$ cat src/rtl/scfifo_arb_pkg.sv
// Shared types and the cyclic priority pick used by the scfifo write arbiter.
// The pick works on a fixed 16-wide vector, and callers zero-extend narrower request sets.
package scfifo_arb_pkg;

    localparam int unsigned MAX_REQ   = 16;
    localparam int unsigned MAX_IDX_W = 4;

    typedef enum logic [0:0] {
        ARB,
        LOCK
    } arb_state_t;

    typedef struct packed {
        logic                 found;
        logic [MAX_IDX_W-1:0] idx;
        logic [MAX_REQ-1:0]   onehot;
    } rr_pick_t;

    // First set bit of valid at or after ptr, searching cyclically over num_req entries.
    function automatic rr_pick_t rr_pick(
        input logic [MAX_REQ-1:0]   valid,
        input logic [MAX_IDX_W-1:0] ptr,
        input int unsigned          num_req
    );
        rr_pick_t    res;
        int unsigned pos;
        res = '0;
        for (int unsigned k = 0; k < MAX_REQ; k++) begin
            pos = 32'(ptr) + k;
            if (pos >= num_req) begin
                pos = pos - num_req;
            end
            if ((k < num_req) && !res.found && valid[pos[MAX_IDX_W-1:0]]) begin
                res.found                        = 1'b1;
                res.idx                          = pos[MAX_IDX_W-1:0];
                res.onehot[pos[MAX_IDX_W-1:0]]   = 1'b1;
            end
        end
        return res;
    endfunction

endpackage

$ cat src/rtl/rr_arbiter.sv
// Round-robin pick over NUM_REQ requests with a registered rotating pointer.
// The pointer moves to one past the winner on every accepted grant.
module rr_arbiter
    import scfifo_arb_pkg::*;
#(
    parameter int unsigned NUM_REQ   = 4,
    parameter int unsigned REQ_IDX_W = $clog2(NUM_REQ)
) (
    input  logic                 clock,
    input  logic                 aclr_n,
    input  logic                 sclr,
    input  logic [NUM_REQ-1:0]   req,
    input  logic                 en,
    output logic [NUM_REQ-1:0]   gnt,
    output logic [REQ_IDX_W-1:0] gnt_idx,
    output logic                 gnt_valid
);

    logic [REQ_IDX_W-1:0] r_ptr;
    logic [REQ_IDX_W-1:0] w_ptr_nxt;
    rr_pick_t             w_pick;
    logic                 w_unused_pick;

    always_comb begin
        w_pick = rr_pick(MAX_REQ'(req), MAX_IDX_W'(r_ptr), NUM_REQ);
    end

    assign w_unused_pick = ^w_pick;
    assign gnt_valid     = w_pick.found & en;
    assign gnt           = en ? w_pick.onehot[NUM_REQ-1:0] : '0;
    assign gnt_idx       = w_pick.idx[REQ_IDX_W-1:0];

    // Explicit wrap keeps non-power-of-two counts from ever reaching NUM_REQ.
    always_comb begin
        w_ptr_nxt = r_ptr;
        if (sclr) begin
            w_ptr_nxt = '0;
        end else if (gnt_valid) begin
            if (gnt_idx == REQ_IDX_W'(NUM_REQ - 1)) begin
                w_ptr_nxt = '0;
            end else begin
                w_ptr_nxt = gnt_idx + REQ_IDX_W'(1);
            end
        end
    end

    always_ff @(posedge clock or negedge aclr_n) begin
        if (!aclr_n) begin
            r_ptr <= '0;
        end else begin
            r_ptr <= w_ptr_nxt;
        end
    end

endmodule

$ cat src/rtl/scfifo_wr_arbiter.sv
// Round-robin write arbiter that feeds one scfifo from NUM_REQ valid/ready producers.
// Define SCFIFO_WR_ARB_PKT_LOCK_EN to hold the grant on one requester until req_last.
module scfifo_wr_arbiter
    import scfifo_arb_pkg::*;
#(
    parameter int unsigned NUM_REQ    = 4,
    parameter int unsigned WIDTH      = 20,
    parameter int unsigned LOG_DEPTH  = 8,
    parameter int unsigned FIFO_WORDS = 2**LOG_DEPTH - 3,
    parameter int unsigned REQ_IDX_W  = $clog2(NUM_REQ)
) (
    input  logic                     clock,
    input  logic                     aclr_n,
    input  logic                     sclr,
    input  logic [NUM_REQ-1:0]       req_valid,
    input  logic [NUM_REQ*WIDTH-1:0] req_data,
    input  logic [NUM_REQ-1:0]       req_last,
    output logic [NUM_REQ-1:0]       req_ready,
    input  logic [LOG_DEPTH-1:0]     fifo_usedw,
    output logic                     fifo_wrreq,
    output logic [WIDTH-1:0]         fifo_data,
    output logic [REQ_IDX_W-1:0]     grant_idx,
    output logic                     stall
);

    logic                 r_wrreq;
    logic [WIDTH-1:0]     r_data;
    logic [REQ_IDX_W-1:0] r_grant_idx;
    logic                 r_stall;

    logic                 w_wrreq_nxt;
    logic [WIDTH-1:0]     w_data_nxt;
    logic [REQ_IDX_W-1:0] w_grant_idx_nxt;
    logic                 w_stall_nxt;

    logic [LOG_DEPTH:0]   w_fill;
    logic                 w_space_ok;
    logic                 w_en;
    logic [NUM_REQ-1:0]   w_req;
    logic [NUM_REQ-1:0]   w_gnt;
    logic [REQ_IDX_W-1:0] w_gnt_idx;
    logic                 w_gnt_valid;
    logic [WIDTH-1:0]     w_gnt_data;

    // The in-flight registered write counts as occupied; FIFO reads are ignored.
    assign w_fill     = {1'b0, fifo_usedw} + {{LOG_DEPTH{1'b0}}, r_wrreq};
    assign w_space_ok = w_fill < (LOG_DEPTH + 1)'(FIFO_WORDS);
    assign w_en       = w_space_ok & ~sclr & aclr_n;

`ifdef SCFIFO_WR_ARB_PKT_LOCK_EN
    arb_state_t           r_state;
    arb_state_t           w_state_nxt;
    logic [REQ_IDX_W-1:0] r_lock_idx;
    logic [REQ_IDX_W-1:0] w_lock_idx_nxt;

    // While locked only the packet owner competes, so the pick ignores the pointer.
    always_comb begin
        w_req = req_valid;
        if (r_state == LOCK) begin
            w_req = req_valid & (NUM_REQ'(1) << r_lock_idx);
        end
    end

    always_comb begin
        w_state_nxt    = r_state;
        w_lock_idx_nxt = r_lock_idx;
        if (sclr) begin
            w_state_nxt = ARB;
        end else if (w_gnt_valid) begin
            if (req_last[w_gnt_idx]) begin
                w_state_nxt = ARB;
            end else begin
                w_state_nxt    = LOCK;
                w_lock_idx_nxt = w_gnt_idx;
            end
        end
    end

    always_ff @(posedge clock or negedge aclr_n) begin
        if (!aclr_n) begin
            r_state    <= ARB;
            r_lock_idx <= '0;
        end else begin
            r_state    <= w_state_nxt;
            r_lock_idx <= w_lock_idx_nxt;
        end
    end
`else
    logic w_unused_last;

    assign w_req         = req_valid;
    assign w_unused_last = ^req_last;
`endif

    rr_arbiter #(
        .NUM_REQ   (NUM_REQ),
        .REQ_IDX_W (REQ_IDX_W)
    ) u_rr_arbiter (
        .clock     (clock),
        .aclr_n    (aclr_n),
        .sclr      (sclr),
        .req       (w_req),
        .en        (w_en),
        .gnt       (w_gnt),
        .gnt_idx   (w_gnt_idx),
        .gnt_valid (w_gnt_valid)
    );

    assign req_ready  = w_gnt;
    assign w_gnt_data = req_data[w_gnt_idx*WIDTH +: WIDTH];

    always_comb begin
        w_wrreq_nxt     = 1'b0;
        w_data_nxt      = r_data;
        w_grant_idx_nxt = r_grant_idx;
        w_stall_nxt     = (|req_valid) & ~w_space_ok & ~sclr;
        if (sclr) begin
            w_data_nxt      = '0;
            w_grant_idx_nxt = '0;
        end else if (w_gnt_valid) begin
            w_wrreq_nxt     = 1'b1;
            w_data_nxt      = w_gnt_data;
            w_grant_idx_nxt = w_gnt_idx;
        end
    end

    always_ff @(posedge clock or negedge aclr_n) begin
        if (!aclr_n) begin
            r_wrreq     <= 1'b0;
            r_data      <= '0;
            r_grant_idx <= '0;
            r_stall     <= 1'b0;
        end else begin
            r_wrreq     <= w_wrreq_nxt;
            r_data      <= w_data_nxt;
            r_grant_idx <= w_grant_idx_nxt;
            r_stall     <= w_stall_nxt;
        end
    end

    assign fifo_wrreq = r_wrreq;
    assign fifo_data  = r_data;
    assign grant_idx  = r_grant_idx;
    assign stall      = r_stall;

endmodule

$ cat config.mk
export PLATFORM = sky130hd
export DESIGN_NAME = scfifo_wr_arbiter
export DESIGN_NICKNAME = d
export VERILOG_FILES = /design/src/rtl/scfifo_arb_pkg.sv /design/src/rtl/rr_arbiter.sv /design/src/rtl/scfifo_wr_arbiter.sv
export SDC_FILE = /design/constraint.sdc
export NUM_CORES = 1
export LEC_CHECK = 0
export CAP_MARGIN = 20
export CORE_UTILIZATION = 40
export CTS_BUF_LIST = sky130_fd_sc_hd__clkbuf_4 sky130_fd_sc_hd__clkbuf_8
export DETAILED_ROUTE_END_ITERATION = 16
export PLACE_DENSITY = 0.83
export SKIP_LAST_GASP = 1
export SYNTH_ARGS = -nofsm -noshare
export SYNTH_HDL_FRONTEND = slang
export SYNTH_SLANG_ARGS = --single-unit
$ cat constraint.sdc
create_clock -name clock -period 3.4 [get_ports clock]
set_input_delay 0.68 -clock clock [delete_from_list [all_inputs] [get_ports clock]]
set_output_delay 0.68 -clock clock [all_outputs]
set_load 0.1 [all_outputs]
### Word-level counts from Yosys, hierarchy flattened

Cells that the tools add are included.

* word-level logic and storage cells: 86
* register bits: 26
* bits of input ports: 99

* equal/unequal tests: 1
* $add $sub $neg: 9
* multiplexer cells: 34
* multipliers: 1
* shift operators: 1
* order comparisons: 13
* bitwise logic cells: 10
* reduce and logical (&&, ||, !) cells: 12

Operator list (number)
* >= comparator 32 x 3 -> 1 bit (second input constant): 3
* 2-to-1 mux 21 bit: 4
* indexed part select 80 x 8 -> 20 bit: 1
* bitwise OR 16 bit: 3
* 2-to-1 mux 20 bit: 2
* < comparator 4 x 5 -> 1 bit (second input constant): 4
* 2-to-1 mux 4 bit: 5
* binary-select mux 1 bit (select 4 bit): 4
* demux 1 bit (select 4 bit): 4
* >= comparator 4 x 1 -> 1 bit (second input constant): 4
* subtractor 4 x 3 -> 4 bit (second input constant): 3
* 2-to-1 mux 1 bit: 10
* 2-to-1 mux 2 bit: 5
* adder 8 x 1 -> 9 bit: 1
* < comparator 9 x 8 -> 1 bit (second input constant): 1
* logical AND 1 bit: 7
* adder 2 x 2 -> 3 bit (second input constant): 2
* bitwise AND 1 bit: 5
* multiplier 2 x 3 -> 5 bit (second input constant): 1
* OR reduction 4 bit: 1
* subtractor 2 x 3 -> 4 bit (second input constant): 1
* adder 2 x 1 -> 3 bit (second input constant): 1
* >= comparator 2 x 3 -> 1 bit (second input constant): 1
* logical NOT 1 bit: 3
* other kinds (4): 5

### Logic depth before layout (Yosys ltp)

* word-level depth: 20
* gate-level depth with buffers: 11
* gate-level depth less buffers: 8

### By module

A second synthesis with hierarchy kept.

* cell total of the unflattened synthesis: 151
* area, all modules: 1953.1 um^2

By module, submodules not included
* scfifo_wr_arbiter: sequential area each 600.6 um^2, area an instance 1413.9 um^2, instances 1, cells each 91
* rr_arbiter: sequential area each 50.0 um^2, area an instance 539.3 um^2, instances 1, cells each 60

### Worst setup path before layout

OpenSTA, ideal clock, no wires.

* path kind: flip-flop to output port
* from: register u_rr_arbiter.r_ptr[0]
* to: output port req_ready[0]
* data required time: 2.720 ns
* stages on the path, launching flop included: 10
* data arrival time: 3.437 ns
* setup slack: -0.717 ns
* cells stage by stage: dfrtp_1 -> buf_6 -> inv_1 -> ha_1 -> mux4_1 -> nand2_1 -> nor4b_4 -> a22oi_1 -> o21ai_1 -> nor2b_1

* word-level cells in the longest chain between the ends: 15
* elaborated cells on any way between the ends: 57

Ends and longest elaborated chain
* from (decl): RTL line rr_arbiter.sv:19 `logic [REQ_IDX_W-1:0] r_ptr;`
* from (signal assigned): RTL line rr_arbiter.sv:51 `r_ptr <= w_ptr_nxt;`
* parallel branches: the longest is 13 deep, another holds >= comparator 32 x 3 -> 1 bit
* 2-to-1 mux 21 bit (*): RTL line scfifo_arb_pkg.sv:33 `if ((k < num_req) && !res.found && valid[pos[MAX_IDX_W-1:0]]) begin`
* 2-to-1 mux 4 bit (*): RTL line rr_arbiter.sv:30 `assign gnt = en ? w_pick.onehot[NUM_REQ-1:0] : '0;`
* to (decl): RTL line scfifo_wr_arbiter.sv:18 `output logic [NUM_REQ-1:0] req_ready,`

Every way passes the cells marked *. The select of a mux whose other input is x is not followed.

### Worst setup path in the final report

* from: input port fifo_usedw[0]
* to: output port req_ready[3]

* word-level cells in the longest chain between the ends: 5

Ends and longest elaborated chain
* from (decl): RTL line scfifo_wr_arbiter.sv:19 `input logic [LOG_DEPTH-1:0] fifo_usedw,`
* adder 8 x 1 -> 9 bit: RTL line scfifo_wr_arbiter.sv:46 `assign w_fill = {1'b0, fifo_usedw} + {{LOG_DEPTH{1'b0}}, r_wrreq};`
* < comparator 9 x 8 -> 1 bit: RTL line scfifo_wr_arbiter.sv:47 `assign w_space_ok = w_fill < (LOG_DEPTH + 1)'(FIFO_WORDS);`
* bitwise AND 1 bit (2 in a row): RTL line scfifo_wr_arbiter.sv:48 `assign w_en = w_space_ok & ~sclr & aclr_n;`
* 2-to-1 mux 4 bit: RTL line rr_arbiter.sv:30

Every way passes these cells.

==> metrics.md <==
| Metric | Value |
|---|---|
| Result of the run | `complete, no violations` |
| Global-route wire length before repair | `10100 um` |
| Avg Inst Size Synth | `10.9 um^2` |
| Flop and latch count out of synthesis | `26` |
| Cell area after synthesis | `about 2300 um^2` |
| Origin of the critical flop-to-flop path | `u_rr_arbiter.r_ptr[0]$_DFFE_PN0P_` |
| Number of cells traversed by the worst register-to-register path | `8` |
| Initial antenna violation count | `0` |
| Synthesized Nets | `317` |
| Synth-to-layout area growth | `64.8%` |
| Synthesized-area fraction occupied by xor and xnor cells | `less than 1%` |
| Final period utilization | `between 90% and 100%` |
| Largest driver fanout on the critical path | `4` |
| Overall fraction of global-route tracks in use | `approximately a fifth` |
| Power per cell area | `919 nW/um^2` |
| Total of warnings raised by yosys | `0` |
| Routed vias/inst | `around 5.2` |
| Number of instances in the synthesized netlist | `208` |
| Buffers plus inverters on the worst setup path | `3` |
| Clock tree from TritonCTS | `yes` |
| Port Buffer Count | `122` |
| Vias in the first global route | `2157` |
| Die X | `just under 80 um` |
| Worst path top cell family by delay | `buffers and inverters` |
| Worst-margin pin slew | `972 ps` |
| Upper clock frequency limit | `about 300 MHz` |
| Startpoint kind of the worst setup timing path | `input pin` |
| Final slew viol count | `0` |
| Capture point of the worst reg-to-reg path | `fifo_data[5]$_DFFE_PN0P_` |
| Final weighted congestion in routability-driven placement | `0.787` |
| Clock period minus worst slack | `3270 ps` |
| Final Routed Wirelength | `6220 um` |
| Post-synthesis cell type with the largest combined area | `dfrtp_1` |
| Master of the slowest instance on the critical path | `clkdlybuf4s50_1` |
| Largest family of logic cells by synthesized area | `multiplexers` |
| Multiplexer area fraction after synthesis | `23.0%` |
| Fraction of layout cells with a size suffix above 1 | `26.0%` |
| Register area share after synthesis | `28.7%` |
| Largest cells by area after synthesis | `dfrtp_1, mux2i_1, o221ai_2, ha_1, nand2_1` |
| Total number of vias | `2152` |
| Static power due to leakage | `1.67 nW` |
| Die Y | `a little under 80 um` |
| Clock-pin slew of the registers on the worst-case setup and hold paths | `about 90 ps` |
| Maximum buffer depth of the clock tree | `2` |
| Setup repair after global routing missed its margin | `false` |
| Hold-critical path depth | `2` |
| Synth Area in Compound Gates | `about 22%` |
| Boundary Pins | `127` |
| Worst-skew pair later-pin latency | `270 ps` |
| Initial Utilization | `41.5%` |
| Post-synthesis simple-gate area fraction | `13.9%` |
| Crit Path Class | `in -> out` |
| Number of antenna-violating nets in the routed design | `0` |
| Total stage count of the critical path | `9` |
| Signal arrival time at the worst endpoint | `about 2600 ps` |
| Ordered list of cells on the worst path | `clkdlybuf4s50_1 -> ha_1 -> ha_1 -> a211oi_1 -> or3_1 -> o211ai_1 -> buf_4 -> nor2b_4 -> buf_12` |
| Detailed router's first-iteration violation count | `60` |
| Most numerous cell on the critical path | `ha_1` |
| Endpoint of the worst setup timing path | `req_ready[3]` |
| Area of the placeable core | `5470 um^2` |
| Number of nets in the layout | `448` |
| Slack of the worst reg-to-reg path | `570 ps` |
| Maximum vdd drop | `0.631 mV` |
| H-tree depth | `1` |
| Router iterations before antenna repair | `6` |
| Final sum of negative setup slack | `0 ps` |
| Crit path required time | `2720 ps` |
| Fin. Hold Viols | `0` |
| Final setup violation count | `0` |
| Kind of end point of the critical path | `output pin` |
| DIE AREA | `5980 um^2` |
| Class of the worst hold path | `reg -> reg` |
| Max-Slew Margin vs Limit | `roughly a third` |
| Worst clock skew | `6.55 ps` |
| Site row count | `27` |
| Clk sinks | `26` |
| Drt drc | `0` |
| Post-synthesis adder-cell area fraction | `5.51%` |
| Antenna Cells | `0` |
| Clk root buf | `clkbuf_8` |
| Overall power consumption | `roughly 3.4 mW` |
| Source of the critical timing path | `fifo_usedw[0]` |
| Final HPWL DP | `4920 um` |
| Unique cell type count in the Yosys netlist | `45` |
| DR WL/cell | `15.2 um` |
| Grt ovf | `0` |
| Proportion of netlist area held by the largest area contributor | `28.7%` |
| Number of buffers inserted during clock tree synthesis | `3` |
| Maximum number of pins on one net before global-route repair | `42` |
| Peak per-stage delay on the critical path | `400 ps` |
| Max cap viols | `0` |
-- cells in the mapped netlist (all sizes together) --
master  number
o221ai      20
a211oi       2
a21oi        1
nor2         2
inv          4
nand2       32
ha          10
a221oi       2
or3          2
and3         2
a22oi        8
mux4         2
xor2         1
mux2i       44
buf         11
o21ai        5
clkinv       1
o211ai       1
and2         1
nand2b       1
nor4         1
a221o        1
nand4        2
or2          1
o31ai        1
dfrtp       26
nor3         4
xnor2        1
a21o         2
a31oi        2
mux2         3
nor4b        1
nor2b        7
nand3b       1
clkbuf       2
nand3        1
-- cell usage in the layout (no fill, tap or decap), types with 3 or more instances in the layout --
cell             synthesis  routed
a22oi_1                  8       8
buf_12                   0       6
buf_4                    0      34
clkbuf_8                 0       3
clkdlybuf4s50_1          0      95
dfrtp_1                 26      25
ha_1                    10       8
inv_1                    4       3
mux2i_1                 44      44
nand2_1                 30      30
nor2b_1                  7       3
nor2b_4                  0       4
nor3_1                   3       3
o21ai_1                  5       4
o221ai_2                20      20
-- layout make-up --
type | instances | area, um^2
fill | 463 | 1730
timing repair buffer | 139 | 1370
clock buffer | 3 | 41.3
multi-input combinational | 164 | 1540
clock inverter | 1 | 30.0
tap | 72 | 90.1
sequential | 26 | 652
inverter | 5 | 18.8
-- report_power, final --
part           switching, mW  total, mW  internal [mW]
logic                   1.73       2.68          0.952
clock network         0.0968      0.254          0.157
registers             0.0768      0.504          0.427
-- registers in the layout, summed over array words and instances (netlist names) --
register / flops
u_rr_arbiter.r_ptr: 2
fifo_wrreq: 1
stall: 1
grant_idx: 2
fifo_data: 20
-- worst min path at each step --
stage	startpoint	end	slack [ps]
6_report	grant_idx[1]$_DFFE_PN0P_	grant_idx[1]$_DFFE_PN0P_	490
2_1_floorplan	aclr_n	fifo_data[0]$_DFFE_PN0P_	380
4_1_cts	grant_idx[1]$_DFFE_PN0P_	grant_idx[1]$_DFFE_PN0P_	500
5_1_grt	fifo_data[2]$_DFFE_PN0P_	fifo_data[2]$_DFFE_PN0P_	520
3_5_place_dp	grant_idx[1]$_DFFE_PN0P_	grant_idx[1]$_DFFE_PN0P_	480
3_3_place_gp	grant_idx[1]$_DFFE_PN0P_	grant_idx[1]$_DFFE_PN0P_	460
-- cell families (layout without fill, tap and decap cells) --
logic type | count (synthesis) | in the layout
flip-flops | 26 | 26
AO/OA/AOI/OAI | 45 | 45
adder cells (fa/ha/maj) | 10 | 10
multiplexers | 49 | 49
XOR/XNOR | 2 | 2
AND/OR/NAND/NOR | 58 | 58
buffers and inverters | 18 | 148
-- layer usage --
layer	track usage (%)	vias to the layer above	part of all wire, %
met3	4.64	8	5.9
met1	25.3	1014	41
met4	3.77	0	1.3
li1	-	1053	-
met2	37.9	77	52
met5	0	-	0
-- through the flow --
| step | std cells | hold slack [ps] | worst slack, ps | instance area, um^2 | util [%] |
|---|---|---|---|---|---|
| floorplan | 208 | 384 | -192 | 2290 | - |
| global placement | 404 | 463 | 13.0 | 3620 | 66.2 |
| detailed placement | 404 | 475 | -86.0 | 3620 | 66.2 |
| CTS | 409 | 498 | 4.75 | 3710 | 67.7 |
| global route | 410 | 522 | 24.8 | 3740 | 68.3 |
| finish | 410 | 490 | 129 | 3740 | 68.3 |
-- tightest hold or removal path, cell delays in order (launching register included) --
cell,delay (ps)
dfrtp_1,360
nand2_1,50
nand2_1,50
-- timing repair --
item	in CTS	in global routing
pin swaps	2	2
hold endpoints to repair	0	0
gates resized for setup	4	10
setup buffers	1	1
hold buffers	0	0
cloned	0	0
setup endpoints to repair	4	4
(Power assumes the default switching activity.)
